==> src/rtl/pulse_cmd_decoder.sv <==
// Purpose : frames UART bytes into register-write commands, commits each payload
//           atomically to the pulse-parameter outputs and queues a one-byte ack.
// Latency : commit/rxd 1 cycle after the last payload byte (2 cycles after the
//           checksum byte when PULSE_CMD_CHECKSUM_EN is defined).
// Backpressure: none on rx (every rx_valid strobe is consumed); the ack is a
//           single-entry holding register, and a newer ack overwrites a pending one.
//
// Ports:
//   clk, reset         system clock, synchronous active-high reset
//   rx_valid, rx_byte  received byte strobe and data
//   tx_ready           transmitter accepts the pending ack
//   tx_valid, tx_byte  pending ack byte (command byte, or 0xEE on checksum error)
//   per, p1wid, del, p2wid, p_bl, cp, bl   pulse parameters
//   rxd, err           one-cycle commit / error strobes
// Build option: PULSE_CMD_CHECKSUM_EN adds a trailing XOR checksum byte and a CHECK state.

module pulse_cmd_decoder #(
  parameter int          TIMEOUT = 120000,
  parameter logic [23:0] PER_RST = 24'd1200000,
  parameter logic [15:0] P1_RST  = 16'd30,
  parameter logic [15:0] DEL_RST = 16'd200,
  parameter logic [15:0] P2_RST  = 16'd60
) (
  input  logic        clk,
  input  logic        reset,
  input  logic        rx_valid,
  input  logic [7:0]  rx_byte,
  input  logic        tx_ready,
  output logic        tx_valid,
  output logic [7:0]  tx_byte,
  output logic [23:0] per,
  output logic [15:0] p1wid,
  output logic [15:0] del,
  output logic [15:0] p2wid,
  output logic [7:0]  p_bl,
  output logic        cp,
  output logic        bl,
  output logic        rxd,
  output logic        err
);

  localparam int GW = $clog2(TIMEOUT + 1);
  // Abort fires on the TIMEOUT-th consecutive idle cycle inside a command.
  localparam logic [GW-1:0] GAP_MAX = GW'(TIMEOUT - 1);

`ifdef PULSE_CMD_CHECKSUM_EN
  typedef enum logic [1:0] {IDLE, PAYLOAD, CHECK} state_t;
`else
  typedef enum logic [1:0] {IDLE, PAYLOAD} state_t;
`endif

  state_t        state, state_d;
  logic [2:0]    cmd;
  logic [2:0]    remaining;
  logic [23:0]   staging;
  logic [GW-1:0] gap;

  logic          cmd_ok;
  logic [2:0]    cmd_len;
  logic          start, bad_cmd, shift, commit, timeout, fail;
  logic [23:0]   commit_dat;

`ifdef PULSE_CMD_CHECKSUM_EN
  logic [7:0]    csum;
  logic          chk_ok;
`endif

  assign cmd_ok = (rx_byte != 8'h00) && (rx_byte <= 8'h06);

  // Payload byte count per command; the checksum build expects one extra byte.
  always_comb begin
    cmd_len = 3'd1;
    case (rx_byte[2:0])
      3'd1:                cmd_len = 3'd3;
      3'd2, 3'd3, 3'd4:    cmd_len = 3'd2;
      default:             cmd_len = 3'd1;
    endcase
`ifdef PULSE_CMD_CHECKSUM_EN
    cmd_len = cmd_len + 3'd1;
`endif
  end

  always_ff @(posedge clk) begin
    if (reset) state <= IDLE;
    else       state <= state_d;
  end

  always_comb begin
    state_d    = state;
    start      = 1'b0;
    bad_cmd    = 1'b0;
    shift      = 1'b0;
    commit     = 1'b0;
    timeout    = 1'b0;
    fail       = 1'b0;
    commit_dat = staging;
    case (state)
      IDLE: begin
        if (rx_valid) begin
          if (cmd_ok) begin
            start   = 1'b1;
            state_d = PAYLOAD;
          end else begin
            bad_cmd = 1'b1;
          end
        end
      end
      PAYLOAD: begin
        if (rx_valid) begin
`ifdef PULSE_CMD_CHECKSUM_EN
          // The final byte is the checksum; it is compared, not shifted in.
          shift = (remaining != 3'd1);
          if (remaining == 3'd1) state_d = CHECK;
`else
          shift = 1'b1;
          if (remaining == 3'd1) begin
            state_d    = IDLE;
            commit     = 1'b1;
            // Commit lands on this edge, so take the byte being shifted in now.
            commit_dat = {staging[15:0], rx_byte};
          end
`endif
        end else if (gap == GAP_MAX) begin
          timeout = 1'b1;
          state_d = IDLE;
        end
      end
`ifdef PULSE_CMD_CHECKSUM_EN
      CHECK: begin
        state_d = IDLE;
        if (chk_ok) commit = 1'b1;
        else        fail   = 1'b1;
      end
`endif
      default: state_d = IDLE;
    endcase
  end

  always_ff @(posedge clk) begin
    if (reset) begin
      cmd       <= 3'd0;
      remaining <= 3'd0;
      staging   <= 24'd0;
      gap       <= '0;
      per       <= PER_RST;
      p1wid     <= P1_RST;
      del       <= DEL_RST;
      p2wid     <= P2_RST;
      p_bl      <= 8'd0;
      cp        <= 1'b0;
      bl        <= 1'b1;
      rxd       <= 1'b0;
      err       <= 1'b0;
      tx_valid  <= 1'b0;
      tx_byte   <= 8'd0;
`ifdef PULSE_CMD_CHECKSUM_EN
      csum      <= 8'd0;
      chk_ok    <= 1'b0;
`endif
    end else begin
      rxd <= commit;
      err <= bad_cmd | timeout | fail;

      if (start) begin
        cmd       <= rx_byte[2:0];
        remaining <= cmd_len;
        staging   <= 24'd0;
        gap       <= '0;
`ifdef PULSE_CMD_CHECKSUM_EN
        csum      <= rx_byte;
`endif
      end else if (state == PAYLOAD) begin
        if (rx_valid) begin
          remaining <= remaining - 3'd1;
          gap       <= '0;
          if (shift) begin
            staging <= {staging[15:0], rx_byte};
`ifdef PULSE_CMD_CHECKSUM_EN
            csum    <= csum ^ rx_byte;
`endif
          end
`ifdef PULSE_CMD_CHECKSUM_EN
          else begin
            chk_ok <= (csum == rx_byte);
          end
`endif
        end else begin
          gap <= gap + GW'(1);
        end
      end

      if (commit) begin
        case (cmd)
          3'd1: per   <= commit_dat;
          3'd2: p1wid <= commit_dat[15:0];
          3'd3: del   <= commit_dat[15:0];
          3'd4: p2wid <= commit_dat[15:0];
          3'd5: p_bl  <= commit_dat[7:0];
          3'd6: begin
            cp <= commit_dat[0];
            bl <= commit_dat[1];
          end
          default: ;
        endcase
      end

      // A fresh ack takes priority over the handoff of the pending one.
      if (commit || fail) begin
        tx_valid <= 1'b1;
        tx_byte  <= fail ? 8'hEE : {5'd0, cmd};
      end else if (tx_valid && tx_ready) begin
        tx_valid <= 1'b0;
      end
    end
  end

endmodule
==> config.mk <==
export PLATFORM = sky130hd
export DESIGN_NAME = pulse_cmd_decoder
export DESIGN_NICKNAME = d
export VERILOG_FILES = /design/src/rtl/pulse_cmd_decoder.sv
export SDC_FILE = /design/constraint.sdc
export NUM_CORES = 1
export LEC_CHECK = 0
export BUFFER_PORTS_ARGS = -buffer_cell sky130_fd_sc_hd__buf_2
export CORE_MARGIN = 2
export CORE_UTILIZATION = 55
export CTS_CLUSTER_DIAMETER = 40
export DETAILED_ROUTE_END_ITERATION = 6
export PLACE_DENSITY = 0.8
export SLEW_MARGIN = 20
export SYNTH_ARGS = -nofsm -noshare
export SYNTH_HDL_FRONTEND = slang
export SYNTH_SLANG_ARGS = --single-unit
==> constraint.sdc <==
create_clock -name clk -period 2.8 [get_ports clk]
set_input_delay 0.14 -clock clk [delete_from_list [all_inputs] [get_ports clk]]
set_output_delay 0.14 -clock clk [all_outputs]
set_load 0.01 [all_outputs]
Word-level counts from Yosys, hierarchy flattened
Cells that the tools add are included.
- register bits after elaboration: 137
- input bits: 12
- add/sub/neg operators: 2
- $lt $le $gt $ge: 1
- equal/unequal tests: 17
- muxes and demuxes: 30
- bitwise gates (word level): 1
- reduce and logical (&&, ||, !) cells: 18
- operators by type and width (operator ; count):
    2-to-1 mux 24 bit ; 3
    adder 17 x 1 -> 17 bit (second input constant) ; 1
    == test 17 bit (second input constant) ; 1
    2-to-1 mux 17 bit ; 1
    2-to-1 mux 1 bit ; 16
    AND reduction 2 bit ; 7
    == test 3 x 2 -> 1 bit (second input constant) ; 4
    == test 3 bit (second input constant) ; 4
    2-to-1 mux 2 bit ; 5
    == test 3 x 1 -> 1 bit (second input constant) ; 3
    2-to-1 mux 3 bit ; 3
    <= comparator 8 x 3 -> 1 bit (second input constant) ; 1
    one-hot mux 2 bit (2 select lines) ; 2
    nonzero test 8 bit ; 1
    != test 3 bit (second input constant) ; 2
    nonzero test 2 bit ; 3
    != test 2 bit (second input constant) ; 2
    AND reduction 4 bit ; 1
    AND reduction 3 bit ; 1
    OR reduction 3 bit ; 1
    subtractor 3 x 1 -> 3 bit (second input constant) ; 1
    == test 2 x 1 -> 1 bit (second input constant) ; 1
    logical AND 1 bit ; 2
    logical NOT 2 bit ; 1
    2 further kinds ; 2

Longest topological paths before layout
Gate-level depths: netlist (run 1).
- depth in word-level cells: 7
- gate-level depth with buffers: 9

Worst setup path after synthesis (run 1)
Ideal clock, no wire load.
- path kind: register -> register
- start: register remaining[0]
- end: register p2wid[2]
- setup time: 0.120 ns
- arrival time: 1.698 ns
- data required time: 2.680 ns
- path slack: 0.983 ns
- stages on the path, launching flop included: 6
- clock period less this slack: 1.817 ns
- cells stage by stage: dfxtp_1 > ha_1 > nand4b_4 > or4b_1 > buf_2 > a211o_1
- longest elaborated chain between the ends: 5
- RTL lines (what ; RTL line ; text):
    start, declared ; 54 ; logic [2:0] remaining;
    start signal, assigned ; 166 ; remaining <= cmd_len;
    start signal, assigned ; 174 ; remaining <= remaining - 3'd1;
    == test 3 x 1 -> 1 bit (*) ; 116 ; if (remaining == 3'd1) begin
    2-to-1 mux 1 bit ; 116 ;
    2-to-1 mux 1 bit ; 109 ; if (rx_valid) begin
    2-to-1 mux 1 bit ; 97 ; case (state)
    AND reduction 2 bit (no line) ; -- ;
    end signal, assigned ; 197 ; 3'd4: p2wid <= commit_dat[15:0];
    end, declared ; 34 ; output logic [15:0] p2wid,
Mark *: on every way between the ends. The rest lies on a longest branch, timed or not.
A chain may end at the register's enable or synchronous reset.

Worst setup path in the final report (run 1)
- start: register remaining[0]
- end: register p1wid[0]
- longest elaborated chain between the ends: 5
- RTL lines (what ; RTL line ; text):
    == test 3 x 1 -> 1 bit (*) ; 116 ;
    2-to-1 mux 1 bit ; 116 ;
    2-to-1 mux 1 bit ; 109 ;
    2-to-1 mux 1 bit ; 97 ;
    AND reduction 2 bit (no line) ; -- ;
    end signal, assigned ; 195 ; 3'd2: p1wid <= commit_dat[15:0];
    end, declared ; 32 ; output logic [15:0] p1wid,
Marked as above.

==> results of run 1 <==
==> state kept, by name, indices dropped and copies added, names as in the netlist, 3 cells and up <==
signal	flops
cmd	3
del	16
gap	17
p1wid	16
p2wid	16
p_bl	8
per	24
remaining	3
staging	16
tx_byte	3
==> stage by stage <==
step	hold WS (ns)	instances	setup slack [ns]	total power, mW
after floorplan	0.2730	583	0.9826	1.933
after global placement	0.4208	754	0.6945	1.952
after detailed placement	0.4318	754	0.6223	1.953
after CTS	0.1665	796	0.5949	4.168
after global routing	0.2241	796	0.3733	4.284
final	0.1996	796	0.5484	4.160
==> worst reg2reg max path: cells and delay by family (launching register included) <==
family	cells	cell delay, ns
simple gates	3	1.27
compound gates	1	0.24
fa+ha+maj	1	0.26
flops	1	0.40
==> layout make-up <==
type	count	share of cell area (%)
clock buffers	20	7.050
clock inverters	12	2.515
multi-input cells	397	36.28
flip-flops and latches	128	40.55
well taps	111	2.198
repair buffers	120	10.93
inverters	8	0.4752
==> routing by layer <==
| metal | global-route usage [%] | share of wire [%] | vias to the layer above |
|---|---|---|---|
| li1 | - | - | 2169 |
| met1 | 35.38 | 42 | 2167 |
| met2 | 44.50 | 48 | 218 |
| met3 | 7.103 | 7.2 | 39 |
| met4 | 10.01 | 2.9 | 0 |
| met5 | 0 | 0 | - |
==> cells by family after synthesis <==
kind of cell	synth area share [%]
adder cells (fa/ha/maj)	0.7339
AO/OA/AOI/OAI	14.82
buffers and inverters	5.382
other	0.07332
AND/OR/NAND/NOR	22.06
XOR/XNOR	2.911
flip-flops	50.10
multiplexers	3.914
==> repair_timing <==
item | in CTS | in global routing
hold buffers | 10 | 0
buffers inserted | 0 | 0
resized for setup | 0 | 0
hold endpoints to repair | 19 | 0
==> placed cells by master, fill, tap and decap left out, types with 2 or more instances in the layout <==
cell type                         n
sky130_fd_sc_hd__nand4b_1         2
sky130_fd_sc_hd__clkinv_4         2
sky130_fd_sc_hd__a211o_1         12
sky130_fd_sc_hd__nand2_1        106
sky130_fd_sc_hd__nor4b_4          2
sky130_fd_sc_hd__clkinvlp_4       5
sky130_fd_sc_hd__a211oi_1        38
sky130_fd_sc_hd__dlygate4sd3_1   10
sky130_fd_sc_hd__xnor2_1         12
sky130_fd_sc_hd__ha_1             3
sky130_fd_sc_hd__a22o_1           6
sky130_fd_sc_hd__and2_1           3
sky130_fd_sc_hd__buf_2           99
sky130_fd_sc_hd__mux2i_1         20
sky130_fd_sc_hd__inv_1            8
sky130_fd_sc_hd__clkbuf_16       16
sky130_fd_sc_hd__nor3_1           4
sky130_fd_sc_hd__nor4_1           7
sky130_fd_sc_hd__nor2_1          77
sky130_fd_sc_hd__bufinv_16        3
sky130_fd_sc_hd__or4b_1           2
sky130_fd_sc_hd__xor2_1           5
sky130_fd_sc_hd__nand2b_1         3
sky130_fd_sc_hd__a21o_1           2
sky130_fd_sc_hd__nand3b_1         9
sky130_fd_sc_hd__conb_1           5
sky130_fd_sc_hd__nand4_1          7
sky130_fd_sc_hd__dfxtp_1        128
sky130_fd_sc_hd__a21oi_1         44
sky130_fd_sc_hd__o21ai_0          3
sky130_fd_sc_hd__buf_4           10
sky130_fd_sc_hd__nand3_1         10
sky130_fd_sc_hd__and4b_1          2
sky130_fd_sc_hd__clkbuf_8         3
==> synth_stat cells <==
library cell,instances,share of area [%]
sky130_fd_sc_hd__nand3b_1,9,1.3
sky130_fd_sc_hd__nor4b_4,2,0.93
sky130_fd_sc_hd__nand4b_4,1,0.46
sky130_fd_sc_hd__nor2_1,77,5.7
sky130_fd_sc_hd__a211oi_1,38,5.6
sky130_fd_sc_hd__a41oi_2,1,0.32
sky130_fd_sc_hd__o21bai_2,1,0.22
sky130_fd_sc_hd__a22o_1,6,1.0
sky130_fd_sc_hd__buf_4,11,1.6
sky130_fd_sc_hd__nor3_2,1,0.20
sky130_fd_sc_hd__and2_1,3,0.37
sky130_fd_sc_hd__a221oi_1,1,0.17
sky130_fd_sc_hd__buf_1,1,0.073
sky130_fd_sc_hd__dfxtp_1,128,50
sky130_fd_sc_hd__o21ai_0,3,0.29
sky130_fd_sc_hd__a21oi_1,44,4.3
sky130_fd_sc_hd__nor3_1,4,0.39
sky130_fd_sc_hd__a41oi_1,1,0.17
sky130_fd_sc_hd__nand2_1,106,7.8
sky130_fd_sc_hd__nand3_1,10,0.98
sky130_fd_sc_hd__or4b_1,2,0.39
sky130_fd_sc_hd__a21o_1,2,0.29
sky130_fd_sc_hd__clkbuf_1,25,1.8
sky130_fd_sc_hd__and4b_1,2,0.39
sky130_fd_sc_hd__and3_1,1,0.12
sky130_fd_sc_hd__nand4b_1,2,0.34
sky130_fd_sc_hd__a311o_1,1,0.20
sky130_fd_sc_hd__o21ba_2,1,0.20
sky130_fd_sc_hd__a211o_1,12,2.1
sky130_fd_sc_hd__xor2_1,5,0.86
sky130_fd_sc_hd__nand4_1,7,0.86
sky130_fd_sc_hd__ha_1,3,0.73
sky130_fd_sc_hd__nor4_2,1,0.24
sky130_fd_sc_hd__nand2b_1,3,0.37
sky130_fd_sc_hd__or4_1,1,0.15
sky130_fd_sc_hd__nor4_1,7,0.86
sky130_fd_sc_hd__xnor2_1,12,2.1
sky130_fd_sc_hd__mux2i_1,20,3.9
sky130_fd_sc_hd__inv_1,8,0.59
sky130_fd_sc_hd__conb_1,1,0.073
sky130_fd_sc_hd__nor3b_1,1,0.15
sky130_fd_sc_hd__buf_2,13,1.3
sky130_fd_sc_hd__or3_1,1,0.12
==> power groups by stage <==
stage          clock (mW)  sequential, mW  combinational [mW]
5_1_grt              2.35            1.83               0.108
4_1_cts              2.24            1.83              0.0974
3_5_place_dp            0            1.87              0.0860
2_1_floorplan           0            1.87              0.0674
6_report             2.23            1.83              0.0999
3_3_place_gp            0            1.87              0.0847
==> worst max path at each step <==
stage	end	cells after the start	startpoint	slack [ns]
2_1_floorplan	p2wid[2]	5	remaining[0]	0.98
3_3_place_gp	p1wid[4]	5	remaining[0]	0.69
3_5_place_dp	p2wid[4]	5	remaining[0]	0.62
4_1_cts	p1wid[0]	5	remaining[0]	0.59
5_1_grt	del[11]	6	remaining[0]	0.37
6_report	p1wid[0]	5	remaining[0]	0.55
==> parameters.txt, run 1 <==
Parameter                              Value

Worst hold path
  Hold path start ... reset
  Number of cells on the worst hold path ... 2
  Worst Hold Path EP ... rxd
  Hold Path Class ... primary input to flip-flop

Finish
  Share of final-layout standard cells stronger than drive strength 1 ... 21.75%
  Final standard cell utilization of the core ... between 60% and 70%
  Design Area, Final ... between 6000 and 7000 sq um
  Area taken by multi-input logic gates ... roughly 2300 sq um
  Total area of sequential cells ... around 2600 sq um
  Layout area overhead ... 23.53%
  Net count reported at finish ... 687
  Count of antenna diodes in the layout ... 0
  Filler cell count ... 667

Route
  Drt initial violations ... between 300 and 400
  Wirelength per Cell ... around 17 microns
  Post-route ant nets ... 0
  Number of vias per cell after detailed routing ... approximately 5.8
  DRT Wirelength ... roughly 13,000 microns
  Number of vias in the routed layout ... roughly 4.6k
  Number of remaining DRC errors ... 0
  Initial DRT Pass Iterations ... 5

Placement
  Number of buffer cells added on primary ports ... 99
  Area post-placement ... 5614 sq um
  Routability-driven placement congestion ratio ... about 0.89
  Post-DP HPWL ... approximately 8700 microns

GRT
  Maximum number of pins on one net before global-route repair ... 57
  Initial antenna violation count ... 0
  Final global-route overflow total ... 0
  First-pass GRT wire length ... approximately 22,000 microns
  Via count of the first global-routing pass ... approximately 4.2k
  Total track usage ... a little over a quarter

Timing
  Worst-case clock skew ... 0.005934 ns
  Worst relative slew slack ... between 40% and 50%
  Hold violation count in the final report ... 0
  Slew at the pin closest to its max-slew limit ... between 0.7 and 0.8 ns
  Setup repair after global routing missed its margin ... no
  Final Max Slew Viols ... 0
  TNS Setup ... 0 ns
  Final worst path period share ... around four fifths
  Max frequency ... roughly 0.44 GHz
  Final critical-path required period ... around 2.3 ns
  Finish-stage setup viols ... 0

Setup path
  CP Buf/Inv Count ... 0
  CP Max Fanout ... 15
  Worst reg2reg endpoint ... p1wid[0]
  Setup Crit Path Kind ... flip-flop to flip-flop
  Critical register-to-register path startpoint ... remaining[0]
  Reg2reg setup slack ... ~0.55 ns
  Family of cells with the greatest summed delay on the critical path ... simple AND/OR/NAND/NOR gates
  Critical path data required time ... ~3.2 ns
  Critical path capture point type ... flip-flop
  Worst path slowest cell ... sky130_fd_sc_hd__and4b_1
  Arrival time at the worst endpoint ... ~2.7 ns
  Peak per-stage delay on the critical path ... about 0.61 ns
  List of cells traversed by the critical path ... ha_1 > and4b_1 > and3_1 > nor2_1 > a211oi_1
  Startpoint types ... flip-flop
  Count of cells along the worst register-to-register path ... 5

Floorplan
  Effective utilization at floorplan ... a little under three fifths
  Die extent in y ... between 100 and 150 microns
  Total Die Area ... 10,090 sq um
  Die boundary width ... 100.4 microns
  I/O pin cnt ... 105
  Standard-cell rows ... 35
  Area inside the core boundary ... between 9000 and 10,000 sq um

Status
  Outcome ... finished, final reports clean

Power
  Sw Ratio ... 21.55%
  Int Pwr ... around 3.3 mW
  Total leakage power ... ~2.5 nW
  Clock network fraction of total power ... 53.7%
  Share of total power in combinational logic ... 2.4%
  Power density cells ... roughly 660 nW/um^2
  Max rail drop VDD ... between 0.4 and 0.5 mV
  Share of total power in sequential cells ... 43.9%
  Sw power ... 896.4 uW

CTS
  Later-pin clock latency in the skew report ... ~0.52 ns
  Num CTS Buffers ... 17
  Worst-case clock buffer depth ... 2
  Clock-pin slew on the worst setup and hold paths ... 0.06 ns
  Cell chosen for the clock root ... sky130_fd_sc_hd__clkbuf_8
  H-tree levels ... 4
  CTS tree ... yes
  TritonCTS sink count ... ~130

Synth
  Number of different library cells in the post-synthesis netlist ... 43
  Post-Syn Area per Cell ... slightly below 9 sq um
  Count of state elements after synthesis ... 128
  Post-synthesis instance area ... approximately 5100 sq um
  Number of warnings reported in the yosys synthesis log ... 0
  Sequential element share of the synthesized area ... between 50% and 60%
  Synthesized netlist cell count ... 579

Flow run
  Maxcap violations ... 0
(Power assumes the default switching activity.)
==> run 2, diff against run 1 <==
--- a/config.mk
+++ b/config.mk
@@ -7,10 +7,10 @@
 export LEC_CHECK = 0
 export BUFFER_PORTS_ARGS = -buffer_cell sky130_fd_sc_hd__buf_2
 export CORE_MARGIN = 2
-export CORE_UTILIZATION = 55
+export CORE_UTILIZATION = 49
 export CTS_CLUSTER_DIAMETER = 40
 export DETAILED_ROUTE_END_ITERATION = 6
-export PLACE_DENSITY = 0.8
+export PLACE_DENSITY = 0.75
 export SLEW_MARGIN = 20
 export SYNTH_ARGS = -nofsm -noshare
 export SYNTH_HDL_FRONTEND = slang
==> constraint.sdc (replaced) <==
create_clock -name clk -period 1.9 [get_ports clk]
set_input_delay 0.095 -clock clk [delete_from_list [all_inputs] [get_ports clk]]
set_output_delay 0.095 -clock clk [all_outputs]
set_load 0.01 [all_outputs]
==> run 2 against run 1 <==
Final cell count is 6.8% higher. Clock power rose by 54%. Sequential share of layout area fell by 2.3 points. Flip-flop and latch count is the same. Register-to-register slack worse by 0.49 ns. Core utilization shrank 3.8 points. Final area is 6.1% higher. Die area grew 12%. Wire length shrank 0.79%. Power up 51%. Clock-buffer cell count down 3. Critical path depth down 1. Critical path type unchanged. Critical endpoint is now p2wid[2]. Largest power group unchanged. Highest routed layer unchanged.
==> parameters.txt, run 2 (same netlist as run 1, synthesis figures left out) <==
Parameter                              Value

Timing
  Final worst path period share ... 96.85% (was 80.41%)
  Final Max Slew Viols ... 0 (unchanged)
  Worst relative slew slack ... 63.90% (was 47.74%)
  Max frequency ... 0.5434 GHz (was 0.4441 GHz)
  Worst hold slack across all endpoints ... 0.01085 ns (was 0.1996 ns)
  Worst-case clock skew ... 0.008025 ns (was 0.005934 ns)
  Hold violation count in the final report ... 0 (unchanged)
  Final critical-path required period ... 1.840 ns (was 2.252 ns)
  Finish-stage setup viols ... 0 (unchanged)
  Slew at the pin closest to its max-slew limit ... 0.5370 ns (was 0.7839 ns)

GRT
  Via count of the first global-routing pass ... 4,346 (was 4,234)
  Initial antenna violation count ... 0 (unchanged)
  Final global-route overflow total ... 0 (unchanged)
  Total track usage ... 23.63% (was 27.43%)
  Maximum number of pins on one net before global-route repair ... 76 (was 57)
  First-pass GRT wire length ... 21,070 microns (was 21,500 microns)

CTS
  Cell chosen for the clock root ... sky130_fd_sc_hd__clkbuf_8 (unchanged)
  Clock-pin slew on the worst setup and hold paths ... 0.06 ns (about the same)
  TritonCTS sink count ... 128 (unchanged)
  Worst-case clock buffer depth ... 2 (unchanged)
  Later-pin clock latency in the skew report ... 0.52 ns (about the same)
  Num CTS Buffers ... 17 (unchanged)
  CTS tree ... yes (unchanged)
  H-tree levels ... 4 (unchanged)

Power
  Total leakage power ... 2.656 nW (was 2.457 nW)
  Share of total power in sequential cells ... 42.8% (was 43.9%)
  Power density cells ... 939.5 nW/um^2 (was 658.4 nW/um^2)
  Share of total power in combinational logic ... 2.6% (was 2.4%)
  Clock network fraction of total power ... 54.7% (was 53.7%)
  Sw Ratio ... 20.54% (was 21.55%)
  Int Pwr ... 5.004 mW (was 3.264 mW)
  Sw power ... 1.294 mW (was 896.4 uW)
  Max rail drop VDD ... 0.6197 mV (was 0.4648 mV)

Flow run
  Maxcap violations ... 0 (unchanged)

Floorplan
  Area inside the core boundary ... 10,230 sq um (was 9109 sq um)
  Die extent in y ... 106.2 microns (was 100.4 microns)
  Standard-cell rows ... 37 (was 35)
  I/O pin cnt ... 105 (unchanged)
  Die boundary width ... 106.2 microns (was 100.4 microns)
  Total Die Area ... 11,270 sq um (was 10,090 sq um)
  Effective utilization at floorplan ... 49.99% (was 56.15%)

Placement
  Area post-placement ... 5876 sq um (was 5614 sq um)
  Post-DP HPWL ... 8922 microns (was 8700 microns)
  Routability-driven placement congestion ratio ... 0.8057 (was 0.8853)
  Number of buffer cells added on primary ports ... 99 (unchanged)

Setup path
  End of the critical path ... p2wid[2] (was p1wid[0])
  Worst reg2reg endpoint ... p2wid[2] (was p1wid[0])
  Source of the critical timing path ... remaining[0] (unchanged)
  Critical register-to-register path startpoint ... remaining[0] (unchanged)
  Arrival time at the worst endpoint ... 2.24 ns (was 2.68 ns)
  Critical path capture point type ... flip-flop (unchanged)
  Count of cells along the worst register-to-register path ... 4 (was 5)
  Reg2reg setup slack ... 0.06 ns (was 0.55 ns)
  Startpoint types ... flip-flop (unchanged)
  CP Max Fanout ... 8 (was 15)
  Critical path data required time ... 2.30 ns (was 3.23 ns)
  Setup Crit Path Kind ... flip-flop to flip-flop (unchanged)

Finish
  Net count reported at finish ... 717 (was 687)
  Largest register FFs ... 24 (unchanged)
  Share of final-layout standard cells stronger than drive strength 1 ... 26.19% (was 21.75%)
  Register name with the most flops ... per (unchanged)
  Layout area overhead ... 31.07% (was 23.53%)
  Filler cell count ... 814 (was 667)
  Design Area, Final ... 6704 sq um (was 6319 sq um)
  Most used cells in the layout excluding fill and tap cells ... sky130_fd_sc_hd__dfxtp_1, sky130_fd_sc_hd__nand2_1, sky130_fd_sc_hd__buf_2 (unchanged)
  Largest registers ... per x24, gap x17 (unchanged)
  Count of antenna diodes in the layout ... 0 (unchanged)
  Commonest non-fill, non-tap cell in the layout ... sky130_fd_sc_hd__dfxtp_1 (unchanged)

Worst hold path
  Hold path start ... rx_byte[0] (was reset)
  Hold Path Class ... primary input to flip-flop (unchanged)

Route
  DRT Wirelength ... 13,260 microns (was 13,370 microns)
  Initial DRT Pass Iterations ... 5 (unchanged)
  Number of remaining DRC errors ... 0 (unchanged)
  Wirelength per Cell ... 15.60 microns (was 16.79 microns)
  Number of vias in the routed layout ... 4,588 (was 4,593)
  Post-route ant nets ... 0 (unchanged)
  Drt initial violations ... 216 (was 379)
  Number of vias per cell after detailed routing ... 5.398 (was 5.770)

Status
  Outcome ... finished, final reports clean (unchanged)
[run 2: cell count changes in the layout (fill, tap and decap cells not counted), sizes merged, moves of 2 or more]
cell	delta
buf	+30
clkinv	+5
clkinvlp	-4
bufinv	+2
clkbuf	-2
[run 2: what timing repair did]
item                       4_1_cts  5_1_grt
setup endpoints to repair        2       71
pin swaps                        0        1
buffers inserted                 0        6
resized for setup                1        9
gates cloned                     0        1
hold buffers                     9        0
hold endpoints to repair        12        0
[run 2: final cells by class]
| cell class | instances | area, sq um | area share [%] |
|---|---|---|---|
| multi-input cells | 397 | 2322 | 34.64 |
| clock inverters | 14 | 216.5 | 3.229 |
| inverters | 8 | 30.03 | 0.4479 |
| well taps | 136 | 170.2 | 2.538 |
| repair buffers | 150 | 988.4 | 14.74 |
| clock buffers | 17 | 414.1 | 6.178 |
| flip-flops and latches | 128 | 2562 | 38.22 |
[run 2: worst min path at each step]
stage                     cells past startpoint    endpoint
after global placement                        3    tx_valid
final                                         4      per[0]
after detailed placement                      3    tx_valid
after global routing                          4      per[0]
after floorplan                               1  staging[7]
after CTS                                     4      per[0]
[run 2: power groups by stage]
stage	logic, mW	registers, mW	clock network, mW
floorplan	0.0993	2.75	0
global placement	0.142	2.75	0
detailed placement	0.144	2.75	0
CTS	0.159	2.69	3.47
global route	0.177	2.69	3.60
finish	0.163	2.69	3.44
[run 2: worst max-delay path: stages, from the launching register on]
cell and delay, ns:
sky130_fd_sc_hd__dfxtp_1 0.39, sky130_fd_sc_hd__ha_4 0.18, sky130_fd_sc_hd__nand4b_4 0.12, sky130_fd_sc_hd__or4b_1 0.69, sky130_fd_sc_hd__a211o_1 0.35
[run 2: layer usage]
metal / track usage (%) / vias to the layer above / share of wire (%)
li1: - / 2228 / -
met1: 28.57 / 2210 / 43
met2: 40.43 / 134 / 51
met3: 6.070 / 16 / 4.9
met4: 8.741 / 0 / 1.0
met5: 0 / - / 0
[run 2: metrics by stage]
stage	total power [mW]	worst slack (ns)	cells	TNS (ns)	util [%]
floorplan	2.849	0.08263	583	0	-
global placement	2.892	0.06864	803	0	57.43
global route	6.464	-0.01572	850	-0.02066	65.53
finish	6.298	0.05987	850	0	65.53
CTS	6.325	0.001574	843	0	64.51
detailed placement	2.894	-0.01067	803	-0.01067	57.43
